==> src/rtl/dram_arbiter.sv <==
// Two-master round-robin arbiter for the single-port data RAM; m1 may hold a bounded burst lock.
// Grants are combinational. Read data returns one cycle later, steered to the issuing master.
module dram_arbiter #(
  parameter int AW       = 10,
  parameter int DW       = 32,
  parameter int MAX_LOCK = 16
) (
  input  logic          clk,
  input  logic          rst_n,
  input  logic          m0_req,
  input  logic          m0_we,
  input  logic [AW-1:0] m0_addr,
  input  logic [DW-1:0] m0_wdata,
  output logic          m0_gnt,
  output logic          m0_stall,
  output logic          m0_rvalid,
  output logic [DW-1:0] m0_rdata,
  input  logic          m1_req,
  input  logic          m1_lock,
  input  logic          m1_we,
  input  logic [AW-1:0] m1_addr,
  input  logic [DW-1:0] m1_wdata,
  output logic          m1_gnt,
  output logic          m1_rvalid,
  output logic [DW-1:0] m1_rdata,
  output logic [AW-1:0] ram_addr,
  output logic          ram_we,
  output logic [DW-1:0] ram_data_in,
  input  logic [DW-1:0] ram_data_out
);

  localparam int CW = $clog2(MAX_LOCK + 1);

  typedef enum logic [1:0] {IDLE = 2'd0, OWN0 = 2'd1, OWN1 = 2'd2} owner_e;

  owner_e          owner_q, owner_d;
  logic            last_gnt_q, last_gnt_d;
  logic [CW-1:0]   lock_cnt_q, lock_cnt_d;
  logic            m0_rvalid_q, m0_rvalid_d;
  logic            m1_rvalid_q, m1_rvalid_d;
  logic            gnt0, gnt1, contested, lock_hold;

  always_comb begin
    contested = m0_req & m1_req;
    // m1 keeps the RAM only while it already owned it last cycle and the burst budget remains.
    lock_hold = contested && (owner_q == OWN1) && m1_lock && (lock_cnt_q < CW'(MAX_LOCK));
    gnt0 = 1'b0;
    gnt1 = 1'b0;
    if (m0_req && !m1_req) begin
      gnt0 = 1'b1;
    end else if (m1_req && !m0_req) begin
      gnt1 = 1'b1;
    end else if (contested) begin
      if (lock_hold)       gnt1 = 1'b1;
      else if (last_gnt_q) gnt0 = 1'b1;
      else                 gnt1 = 1'b1;
    end

    ram_addr    = '0;
    ram_we      = 1'b0;
    ram_data_in = '0;
    if (gnt0) begin
      ram_addr    = m0_addr;
      ram_we      = m0_we;
      ram_data_in = m0_wdata;
    end else if (gnt1) begin
      ram_addr    = m1_addr;
      ram_we      = m1_we;
      ram_data_in = m1_wdata;
    end

    owner_d    = gnt0 ? OWN0 : (gnt1 ? OWN1 : IDLE);
    last_gnt_d = gnt0 ? 1'b0 : (gnt1 ? 1'b1 : last_gnt_q);

    lock_cnt_d = lock_cnt_q;
    if (gnt0 || !m1_lock || !m1_req) begin
      lock_cnt_d = '0;
    end else if (gnt1 && contested && (owner_q == OWN1)) begin
      if (lock_cnt_q < CW'(MAX_LOCK)) lock_cnt_d = lock_cnt_q + CW'(1);
    end

    m0_rvalid_d = gnt0 & ~m0_we;
    m1_rvalid_d = gnt1 & ~m1_we;
  end

  always_ff @(posedge clk or negedge rst_n) begin
    if (!rst_n) begin
      owner_q     <= IDLE;
      last_gnt_q  <= 1'b1;
      lock_cnt_q  <= '0;
      m0_rvalid_q <= 1'b0;
      m1_rvalid_q <= 1'b0;
    end else begin
      owner_q     <= owner_d;
      last_gnt_q  <= last_gnt_d;
      lock_cnt_q  <= lock_cnt_d;
      m0_rvalid_q <= m0_rvalid_d;
      m1_rvalid_q <= m1_rvalid_d;
    end
  end

  assign m0_gnt    = gnt0;
  assign m1_gnt    = gnt1;
  assign m0_stall  = m0_req & ~gnt0;
  assign m0_rvalid = m0_rvalid_q;
  assign m1_rvalid = m1_rvalid_q;
  assign m0_rdata  = m0_rvalid_q ? ram_data_out : '0;
  assign m1_rdata  = m1_rvalid_q ? ram_data_out : '0;

endmodule

==> config.mk <==
export PLATFORM = sky130hd
export DESIGN_NAME = dram_arbiter
export DESIGN_NICKNAME = d
export VERILOG_FILES = /design/src/rtl/dram_arbiter.sv
export SDC_FILE = /design/constraint.sdc
export NUM_CORES = 1
export LEC_CHECK = 0
export CORE_AREA = 2 2 90 92
export DETAILED_ROUTE_END_ITERATION = 12
export DIE_AREA = 0 0 92 94
export PLACE_DENSITY = 0.7
export SETUP_SLACK_MARGIN = 0.4
export SLEW_MARGIN = 40
export SYNTH_ARGS = -nofsm -noshare
export SYNTH_HDL_FRONTEND = slang
export SYNTH_SLANG_ARGS = --single-unit
==> constraint.sdc <==
create_clock -name clk -period 2.05 [get_ports clk]
set_input_delay 0.205 -clock clk [delete_from_list [all_inputs] [get_ports clk]]
set_output_delay 0.205 -clock clk [all_outputs]
set_load 0.05 [all_outputs]
# Word level (Yosys, flattened, before mapping)
# Cells that the tools add are included.
# classes
addsub,1
bitwise,7
n_mux,25
reduce_logical,16
n_lt_le_gt_ge,1
eq_ne,1
# ops
op,n
$mux W32,4
$mux W10,2
$mux W5,3
$mux W1,14
$logic_and A1 B1 Y1,7
$reduce_bool A2 Y1,3
$add A5 B1 Y5 const B,1
$lt A5 B5 Y1 const B,1
$and A1 B1 Y1,4
$mux W2,2
$logic_not A1 Y1,3
$not A1 Y1,3
$eq A2 B2 Y1 const B,1
$logic_or A1 B1 Y1,2
$reduce_and A2 Y1,1
# word_totals
reg_bits,10
wordCells,56
input_bits,123

# Longest topological paths before layout
# depth
ltp_word,12
mapped_depth,5
depth_no_buf,4

# Worst setup path after synthesis
# Ideal clock, no wire load.
# synth_path
path_type,reg2out
start,register lock_cnt_q[4]
end,output ram_addr[0]
stages_incl_launch_ff,6
n_path_buf,2
path_slack_ps,10
t_arrival_ps,1835
path_cell_list,dfrtp_1 and4bb_2 o21a_1 buf_2 buf_2 a22o_1
# synth_between
elab_chain_len,8
# synth_lines
element,line,rtl
from (decl),38,"logic [CW-1:0] lock_cnt_q, lock_cnt_d;"
from (signal assigned),96,lock_cnt_q <= lock_cnt_d;
$lt A5 B5 Y1,46,lock_hold = contested && (owner_q == OWN1) && m1_lock && (lock_cnt_q < CW'(MAX_LOCK));
$logic_and A1 B1 Y1,46,
$mux W1,54,if (lock_hold) gnt1 = 1'b1;
$mux W1,53,end else if (contested) begin
$mux W1,51,end else if (m1_req && !m0_req) begin
$mux W1,49,if (m0_req && !m1_req) begin
via m1_gnt,23,"output logic m1_gnt,"
$mux W10,66,end else if (gnt1) begin
$mux W10,62,if (gnt0) begin
to (decl),26,"output logic [AW-1:0] ram_addr,"
# The timed path passes the listed nets, and every way through them passes these cells.

# Final worst setup path
# layout_path
start,register owner_q[0]
end,output ram_data_in[0]
# layout_between
elab_chain_len,10
# layout_lines
element,line,rtl
from (decl),36,"owner_e owner_q, owner_d;"
from (signal assigned),94,owner_q <= owner_d;
$eq A2 B2 Y1 *,46,
$logic_and A1 B1 Y1 * (3 in series),46,
$mux W1,54,
$mux W1,53,
$mux W1,51,
$mux W1,49,
$mux W32,66,
$mux W32 *,62,
to (decl),28,"output logic [DW-1:0] ram_data_in,"
# Mark *: on every way between the ends. The rest lies on a longest branch, timed or not.

==> flow_summary.ini <==
[run_status]
status = completed

[run]
cap_viol_max_count = 0

[global_route]
grt_pass1_wl_um = 12940
grt_pass1_vias = 2345
grt_max_degree = 34
grt-ovfl-total = 0
antenna_found_initial = 0
grt_usage_pct = 19.19

[clock_network]
clkTransAtPathRegs_ns = 0.05
clockRootBuffer = clkbuf_8
htreeDepth = 1
insertion_delay_ns = 0.23
cts.sinks = 10
cts_tree = done
cts_buffers = 3
max-clock-path-buffers = 2

[sta]
fin_crit_ns = 2.047
setup_tns_ns = 0
fin_skew_ns = 0.003727
rsz0062_at_grt = yes
post-route-period-util_pct = 99.83
slew-limit-headroom_pct = 61.12
slew_viol_final = 0
hold_slack_ns = 0.2900
finalHoldViolations = 0
worst_pin_slew_ns = 0.5820
setup_violations = 0
fmax_mhz = 488.6

[synthesis]
synth_cell_types = 29
ys_seq_area_share_pct = 18.27
syn_area_per_cell_sq_um = 8.002
syn-num-nets = 296
synthCells = 172
yosys_register_bits = 10
syn-cell-area_sq_um = 1376
yosysWarnings = 0

[routing]
vias_per_cell = 4.579
ant_nets = 0
wirelength_um = 9145
vias = 2363
drc = 0
first_pass_iters = 4
routedWlPerCell_um = 17.72
drt_iter0_markers = 36

[cells_and_area]
layoutNonFillerInstCount = 516
areaGrowthSynthToFinish_pct = 291.1
num_antenna_cells = 0
postLayoutCellArea_sq_um = 5383
nets = 539
drive_above_1_share_pct = 45.41

[power]
p_leak_nw = 2.286
switching_share_pct = 43.01
p_clk_share_pct = 9.5
peakVddDrop_v = 0.0002876
p_int_mw = 1.459
seq_power_share_pct = 8.5
switching_power_mw = 1.101
combPwrFrac_pct = 82.0
powerDensity_nw_per_um2 = 475.8

[worst_setup_path]
cp.arrival_ns = 1.84
critPathRequiredTime_ns = 1.85
end_kind = primary output
worst_r2r_endpoint = lock_cnt_q[0]
r2r_slack_ns = 0.27
r2r_start = lock_cnt_q[4]
critPathMaxFanout = 27
reg2regPathDepth = 5
crit_type = reg2out
startpoint_type = register

[floorplanning]
num_rows = 32
die_w_um = 92
top_level_ports = 235
die_area_sq_um = 8648
initial_core_util_pct = 18.09
die_h_um = 94
core-area_sq_um = 7607

[placement]
dp_hpwl_um = 7626
post-place-cells = 498
routabilityCongestion = 0.8142
postPlaceCellArea_sq_um = 5071
port_buffers = 234

[hold_path]
min_path_type = in2async
layer usage:
metal | vias to the layer above | share of wire, % | GRT usage [%]
li1 | 1114 | - | -
met2 | 159 | 56 | 38.73
met3 | 18 | 9.6 | 5.457
met1 | 1072 | 31 | 18.24
met5 | - | 0 | 0
met4 | 0 | 3.3 | 6.965
final cells by class:
cell class                      count  area [sq um]
Timing Repair Buffer              255          3729
Fill cell                         496          2225
Multi-Input combinational cell    142          1209
Sequential cell                    10         251.5
Tap cell                          102         127.6
Clock buffer                        4         55.05
Inverter                            3         11.26
synth_stat cells, drive strengths merged:
cell type,count,area (sq um)
o21ba,2,20.02
or3b,1,11.26
mux2i,1,10.01
o211ai,1,7.510
o31ai,2,15.01
ha,1,12.51
nor4,2,12.51
inv,3,11.26
o21ai,2,10.01
or4,2,15.01
nor2b,3,18.77
nand4bb,1,11.26
nor4b,1,8.760
o21a,2,15.01
and4bb,1,12.51
o31a,1,8.760
and2,64,400.4
o22ai,1,12.51
a22o,43,376.6
dfrtp,9,225.2
nor3b,1,7.510
a21oi,2,10.01
buf,10,50.05
o2111ai,2,17.52
nand2,3,11.26
nand3,1,5.000
clkbuf,7,26.28
dfstp,1,26.28
nor2,2,7.510
worst max-delay path by stage:
stage | from | end
global placement | m1_lock | ram_addr[9]
detailed placement | m1_lock | ram_addr[5]
CTS | owner_q[0] | ram_data_in[0]
global route | lock_cnt_q[4] | ram_addr[8]
floorplan | lock_cnt_q[4] | ram_addr[3]
finish | owner_q[0] | ram_data_in[0]
metrics by stage:
| step | setup WS, ns | power [mW] | util [%] |
|---|---|---|---|
| 3_3_place_gp | 0.06023 | 2.218 | 66.66 |
| 5_1_grt | -0.05179 | 2.650 | 70.76 |
| 2_1_floorplan | 0.3279 | 1.140 | - |
| 6_report | 0.003415 | 2.561 | 70.76 |
| 3_5_place_dp | 0.02077 | 2.239 | 66.66 |
| 4_1_cts | 0.03973 | 2.559 | 69.85 |
critical path, cell delays in order, from the launching register on:
cell and delay [ns]:
dfrtp_1 0.39, and4bb_2 0.37, buf_6 0.12, o22ai_4 0.08, buf_12 0.19, a22o_2 0.29
buf_12 0.15
flip-flops by register name (all words and copies together) (netlist names):
register,count
m0_rvalid,1
last_gnt_q,1
owner_q,2
lock_cnt_q,5
m1_rvalid,1
placed cells by master, fill, tap and decap left out, types with 2 or more instances in the layout:
cell	count
buf_6	5
inv_1	3
buf_16	2
dfrtp_1	9
nor2b_1	3
o21ba_1	2
buf_4	10
a22o_1	4
dlymetal6s2s_1	2
a22o_2	29
clkbuf_8	4
clkdlybuf4s50_1	119
and2_1	64
o31ai_1	2
a22o_4	10
o21ai_0	2
buf_12	115
o2111ai_1	2
cell families after synthesis:
| logic type | after synthesis | share of synthesized area (%) |
|---|---|---|
| fa+ha+maj | 1 | 0.9089 |
| buf+inv | 20 | 6.364 |
| mux | 1 | 0.7273 |
| simple gates | 82 | 37.91 |
| flops | 10 | 18.27 |
| compound gates | 58 | 35.82 |
power groups by stage:
stage	Combinational, mW	Sequential [mW]	Clock, mW
CTS	2.10	0.218	0.246
global placement	2.00	0.221	0
global route	2.17	0.220	0.262
finish	2.10	0.219	0.243
detailed placement	2.02	0.222	0
floorplan	0.908	0.231	0
timing repair:
item                                    CTS  global route
endpoints found under the setup margin   48            50
pin swaps                                 4             2
resized for setup                        13            12
setup buffers                            10             2
gates cloned                              2             0
hold buffers                              0             0
Note: power is estimated with default switching activity, not from simulation.
==> patch 1 (same flow settings) <==
The 3 values of `owner_e` get a one-hot encoding in 3 bits.
--- a/src/rtl/dram_arbiter.sv
+++ b/src/rtl/dram_arbiter.sv
@@ -33,3 +33,3 @@
 
-  typedef enum logic [1:0] {IDLE = 2'd0, OWN0 = 2'd1, OWN1 = 2'd2} owner_e;
+  typedef enum logic [2:0] {IDLE = 3'b001, OWN0 = 3'b010, OWN1 = 3'b100} owner_e;
 
Behaviour: same outputs for any inputs over 10 cycles, from zero or initial values and one cycle with rst_n low; not proved beyond that.
==> patch 1 against the unedited design <==
The flow now finishes with violations (negative setup slack). Routed wire length increased by 0.52%. Critical path depth unchanged. Final area increased by 0.70%. Sequential power increased by 8%. Power decreased by 6.7%. Die area unchanged. Setup slack got worse by 0.059 ns. Synthesized area increased by 3.5%. Sequential share of layout area increased by 0.45 points. Sequential cell count increased by 1. Critical endpoint is now ram_we.
==> patch 1: results (changes against the unedited design) <==
| Metric | Value |
|---|---|
| Status | finished with violations |
| Violated checks | negative setup slack |
| DR WL met3 | 827 um (-5.5%) |
| Ys flop type | dfrtp_1 |
| Postcts setup bufs | 6 (-4) |
| Signal inverters | 2 (-1) |
| All-Layer GR Usage | 18.74% (-0.45 points) |
| CP peak stage delay | 0.39 ns (about the same) |
| Final setup margin | -0.05520 ns (-0.05861 ns) |
| GR Util met2 | 39.09% (+0.37 points) |
| Post-Syn Nets | 294 (-0.68%) |
| DRT Wirelength | 9193 um (+0.52%) |
| DRT iter0 DRCs | 46 (+28%) |
| GR Util met3 | 4.655% (-0.80 points) |
| Routed length on met1 | 2961 um (+4.9%) |
| Vias in the first global route | 2,469 (+5.3%) |
| Multi-input gate area | 0.001404 mm^2 (+16%) |
| Bufs w/o clock | 261 (+2.4%) |
| Sequential cell area share | 5.125% (+0.45 points) |
| Num Clock Sinks | 11 (+1) |
| Port bufs | 234 (unchanged) |
| Max-area cell class | buffers |
| Switch Pwr | 1.015 mW (-7.9%) |
| Critical path peak fanout | 4 (-85%) |
| Synth area leaders | and2_1 (29%), a22o_1 (26%), dfrtp_1 (16%) |
| XOR/XNOR share of the synthesized area | 1.229% (+1.2 points) |
| PD cells | 440.9 mW/mm^2 (-7.3%) |
| Clock-cell share | 0.8310% (-0.19 points) |
| Data arrival, critical path | 1.90 ns (+0.06 ns) |
| Worst slew pin tran | 0.4671 ns (-0.1149 ns) |
| Post-synthesis sequential area ratio | 19.49% (+1.2 points) |
| Fillers | 512 (+3.2%) |
| Gate power share | 81.2% (-0.8 points) |
| Met1 GRT Util | 17.96% (-0.27 points) |
| Met2 WL | 5251 um (+2.0%) |
| PostCTS Resize Cnt | 15 (+2) |
| TritonCTS Buffers | 3 (unchanged) |
| Detailed Place HPWL | 7808 um (+2.4%) |
| Buffering overhead | 65.65% (-3.6 points) |
| Seq pwr | 0.236 mW (+8%) |
| Gp weighted congestion | 0.8465 (+4.0%) |
| Post-synthesis compound-gate area fraction | 30.47% (-5.4 points) |
| Leakage power | 2.326 nW (+1.8%) |
| Top flop regs | lock_cnt_q: 5 flops, owner_q: 3 flops |
| CTS Root Cell | clkbuf_8 |
| Cell family with most CP delay | simple AND/OR/NAND/NOR gates |
| Fin Clk Skew | 0.004193 ns (+0.0004663 ns) |
| Share of layout cells above drive strength 1 | 48.57% (+3.2 points) |
| Clock buf count | 4 (unchanged) |
| First-pass GRT wire length | 12,810 um (-1.1%) |
| Final setup viols | 32 (+32) |
| Nets | 545 (+1.1%) |
| Most common library cells after synthesis | and2_1 (66), a22o_1 (42), dfrtp_1 (9), clkbuf_1 (6) |
| Routed vias/inst | 4.498 (-1.8%) |
| Max VDD drop | 0.0002934 V (+2.0%) |
| Ant diodes | 0 (unchanged) |
| Adder-Cell Fraction of Synth Area | 0.8780% (-0.031 points) |
| Mux contribution to synthesized area | 0.7024% (-0.025 points) |
patch 1: metrics by stage:
step	cells	setup TNS, ns	setup slack, ns	instance area [um^2]
floorplan	170	0	0.08081	1732
global placement	504	0	0.01572	5121
detailed placement	504	0	0.003482	5121
CTS	514	-0.6563	-0.04687	5274
global route	522	-4.703	-0.1463	5420
finish	522	-0.7696	-0.05520	5420
patch 1: worst paths after layout:
kind	startpoint	endpoint	slack, ns	cells after the start
min reg2reg	last_gnt_q$_DFFE_PN1N_	last_gnt_q$_DFFE_PN1N_	0.54	1
min in group clk	m0_req	owner_q[0]$_DFF_PN1_	0.44	3
max reg2reg	owner_q[1]$_DFF_PN0_	lock_cnt_q[3]$_DFFE_PN0P_	0.32	7
min	rst_n	m1_rvalid$_DFF_PN0_	0.29	1
max	owner_q[1]$_DFF_PN0_	ram_we	-0.06	6
max in group asynchronous	rst_n	owner_q[0]$_DFF_PN1_	1.41	1
==> patch 2 (same flow settings) <==
Made on the original files. Set the parameter `DW` to 28 (it was 32).
--- a/src/rtl/dram_arbiter.sv
+++ b/src/rtl/dram_arbiter.sv
@@ -4,3 +4,3 @@
   parameter int AW       = 10,
-  parameter int DW       = 32,
+  parameter int DW       = 28,
   parameter int MAX_LOCK = 16
Interface: changed (6 resized); port bits go from 235 to 211. The function was not compared with the original's and may differ.
==> patch 2 against the unedited design <==
Setup slack improved by 0.092 ns. Power fell by 11%. Routed wire length is 19% lower. Clock skew down 0.0016 ns. Sequential cell count did not move. Synthesized area decreased by 7.6%. Final area decreased by 17%. Combinational power decreased by 14%. Critical path depth fell by 1. Global-route usage decreased by 3.2 points. Synthesized cell count is 8.1% lower. Count of clock-buffer cells in the layout stayed put. Via count is 8.3% lower. Critical path type unchanged. Highest routed layer unchanged.
==> patch 2: results (changes against the unedited design) <==
| Metric | Value |
|---|---|
| Status | complete, no violations |
| Gp weighted congestion | 0.7799 (-4.2%) |
| Clk pwr share | 11.1% (+1.6 points) |
| DP Cell Count | 464 (-6.8%) |
| Register area | 254.0 um^2 (+1.0%) |
| Port bufs | 210 (-10%) |
| CTS H-tree depth | 1 (unchanged) |
| Fin Clk Skew | 0.002168 ns (-0.001559 ns) |
| All-Layer GR Usage | 16.00% (-3.2 points) |
| Top flop regs | lock_cnt_q: 5 flops, owner_q: 2 flops |
| Hold crit path type | in2async |
| Switching Fraction | 43.67% (+0.66 points) |
| PostCTS Resize Cnt | 12 (-1) |
| Synth async-reset ratio | 100.0% (unchanged) |
| Clock tree buffer depth | 2 (unchanged) |
| Vias in the first global route | 2,308 (-1.6%) |
| Critical path peak fanout | 14 (-48%) |
| Fillers | 632 (+27%) |
| Data arrival, critical path | 1.75 ns (-0.09 ns) |
| Leakage power | 1.938 nW (-15%) |
| Reg2reg start | owner_q[0]$_DFF_PN0_ |
| Post-Place Setup Slack | 0.05059 ns (+0.02982 ns) |
| Post-synthesis sequential area ratio | 19.78% (+1.5 points) |
| Cell Count, Final, Fillers Out | 478 (-7.4%) |
| Synth area leaders | and2_1 (28%), a22o_1 (27%), dfrtp_1 (18%) |
| Routed len/inst | 15.54 um (-12%) |
| Postcts setup bufs | 5 (-5) |
| Synth cell types | 30 (+3.4%) |
| Nets | 489 (-9.3%) |
| Most common library cells after synthesis | and2_1 (56), a22o_1 (39), dfrtp_1 (9), buf_2 (6), clkbuf_1 (6) |
| Max VDD drop | 0.0002905 V (+1.0%) |
| Post-Syn Nets | 270 (-8.8%) |
| Share of layout cells above drive strength 1 | 46.54% (+1.1 points) |
| First-pass GRT wire length | 11,040 um (-15%) |
| Via count | 2,167 (-8.3%) |
| Later-pin clock latency in the skew report | approximately 0.24 ns |
| Max_slew headroom | 61.08% (about the same) |
| Total power | 2.286 mW (-11%) |
| DP Area | 0.004229 mm^2 (-17%) |
| Detailed Place HPWL | 6183 um (-19%) |
| Largest net degree at the start of global routing | 30 (-12%) |
| DRT Pass-1 Iters | 4 (unchanged) |
| DRT iter0 DRCs | 47 (+31%) |
| Mapped Cells | 158 (-8.1%) |
| P_comb | 1.81 mW (-14%) |
==> patch 2: cell count changes in the layout (fill, tap and decap cells not counted), sizes merged, moves of 2 or more <==
cell and change:
a22o -4, and2 -8, buf -16, clkdlybuf4s50 -9, dlymetal6s2s -2
==> patch 2: per-layer routing <==
metal | global-route usage, % | vias to the layer above | routed length (um)
met5 | 0 | - | 0
met4 | 6.343 | 0 | 210
met1 | 14.74 | 1000 | 2369
li1 | - | 1023 | -
met3 | 4.896 | 12 | 760
met2 | 32.35 | 132 | 4086
==> patch 2: cells by family (layout without fill, tap and decap cells) <==
kind of cell    Yosys count  after routing  synth area share (%)
fa+ha+maj                 1              1                0.9841
simple gates             74             74                 37.30
compound gates           54             54                 35.24
buf+inv                  18            236                 5.905
mux                       1              1                0.7874
flops                    10             10                 19.78
==> patch 2: final cells by class <==
cell class                      instances  area share (%)
Timing Repair Buffer                  228           62.48
Multi-Input combinational cell        130           27.40
Sequential cell                        10           5.688
Tap cell                              102           2.858
Clock buffer                            4           1.233
Inverter                                4          0.3362
==> patch 2: path summary, 6_finish.rpt <==
| kind | end | slack, ns | cells past startpoint |
|---|---|---|---|
| min in group clk | m1_rvalid$_DFF_PN0_ | 0.53 | 2 |
| min reg2reg | lock_cnt_q[3]$_DFFE_PN0P_ | 0.58 | 2 |
| min | owner_q[1]$_DFF_PN0_ | 0.29 | 1 |
| max reg2reg | lock_cnt_q[2]$_DFFE_PN0P_ | 0.20 | 6 |
| max | ram_data_in[2] | 0.1 | 5 |
| max in group asynchronous | m1_rvalid$_DFF_PN0_ | 1.42 | 1 |
==> patch 2: critical path, stage by stage (launching register included) <==
cell       delay [ns]
dfrtp_1          0.38
and4bb_4         0.39
o22ai_4          0.12
clkbuf_16        0.20
a22o_4           0.27
buf_12           0.14
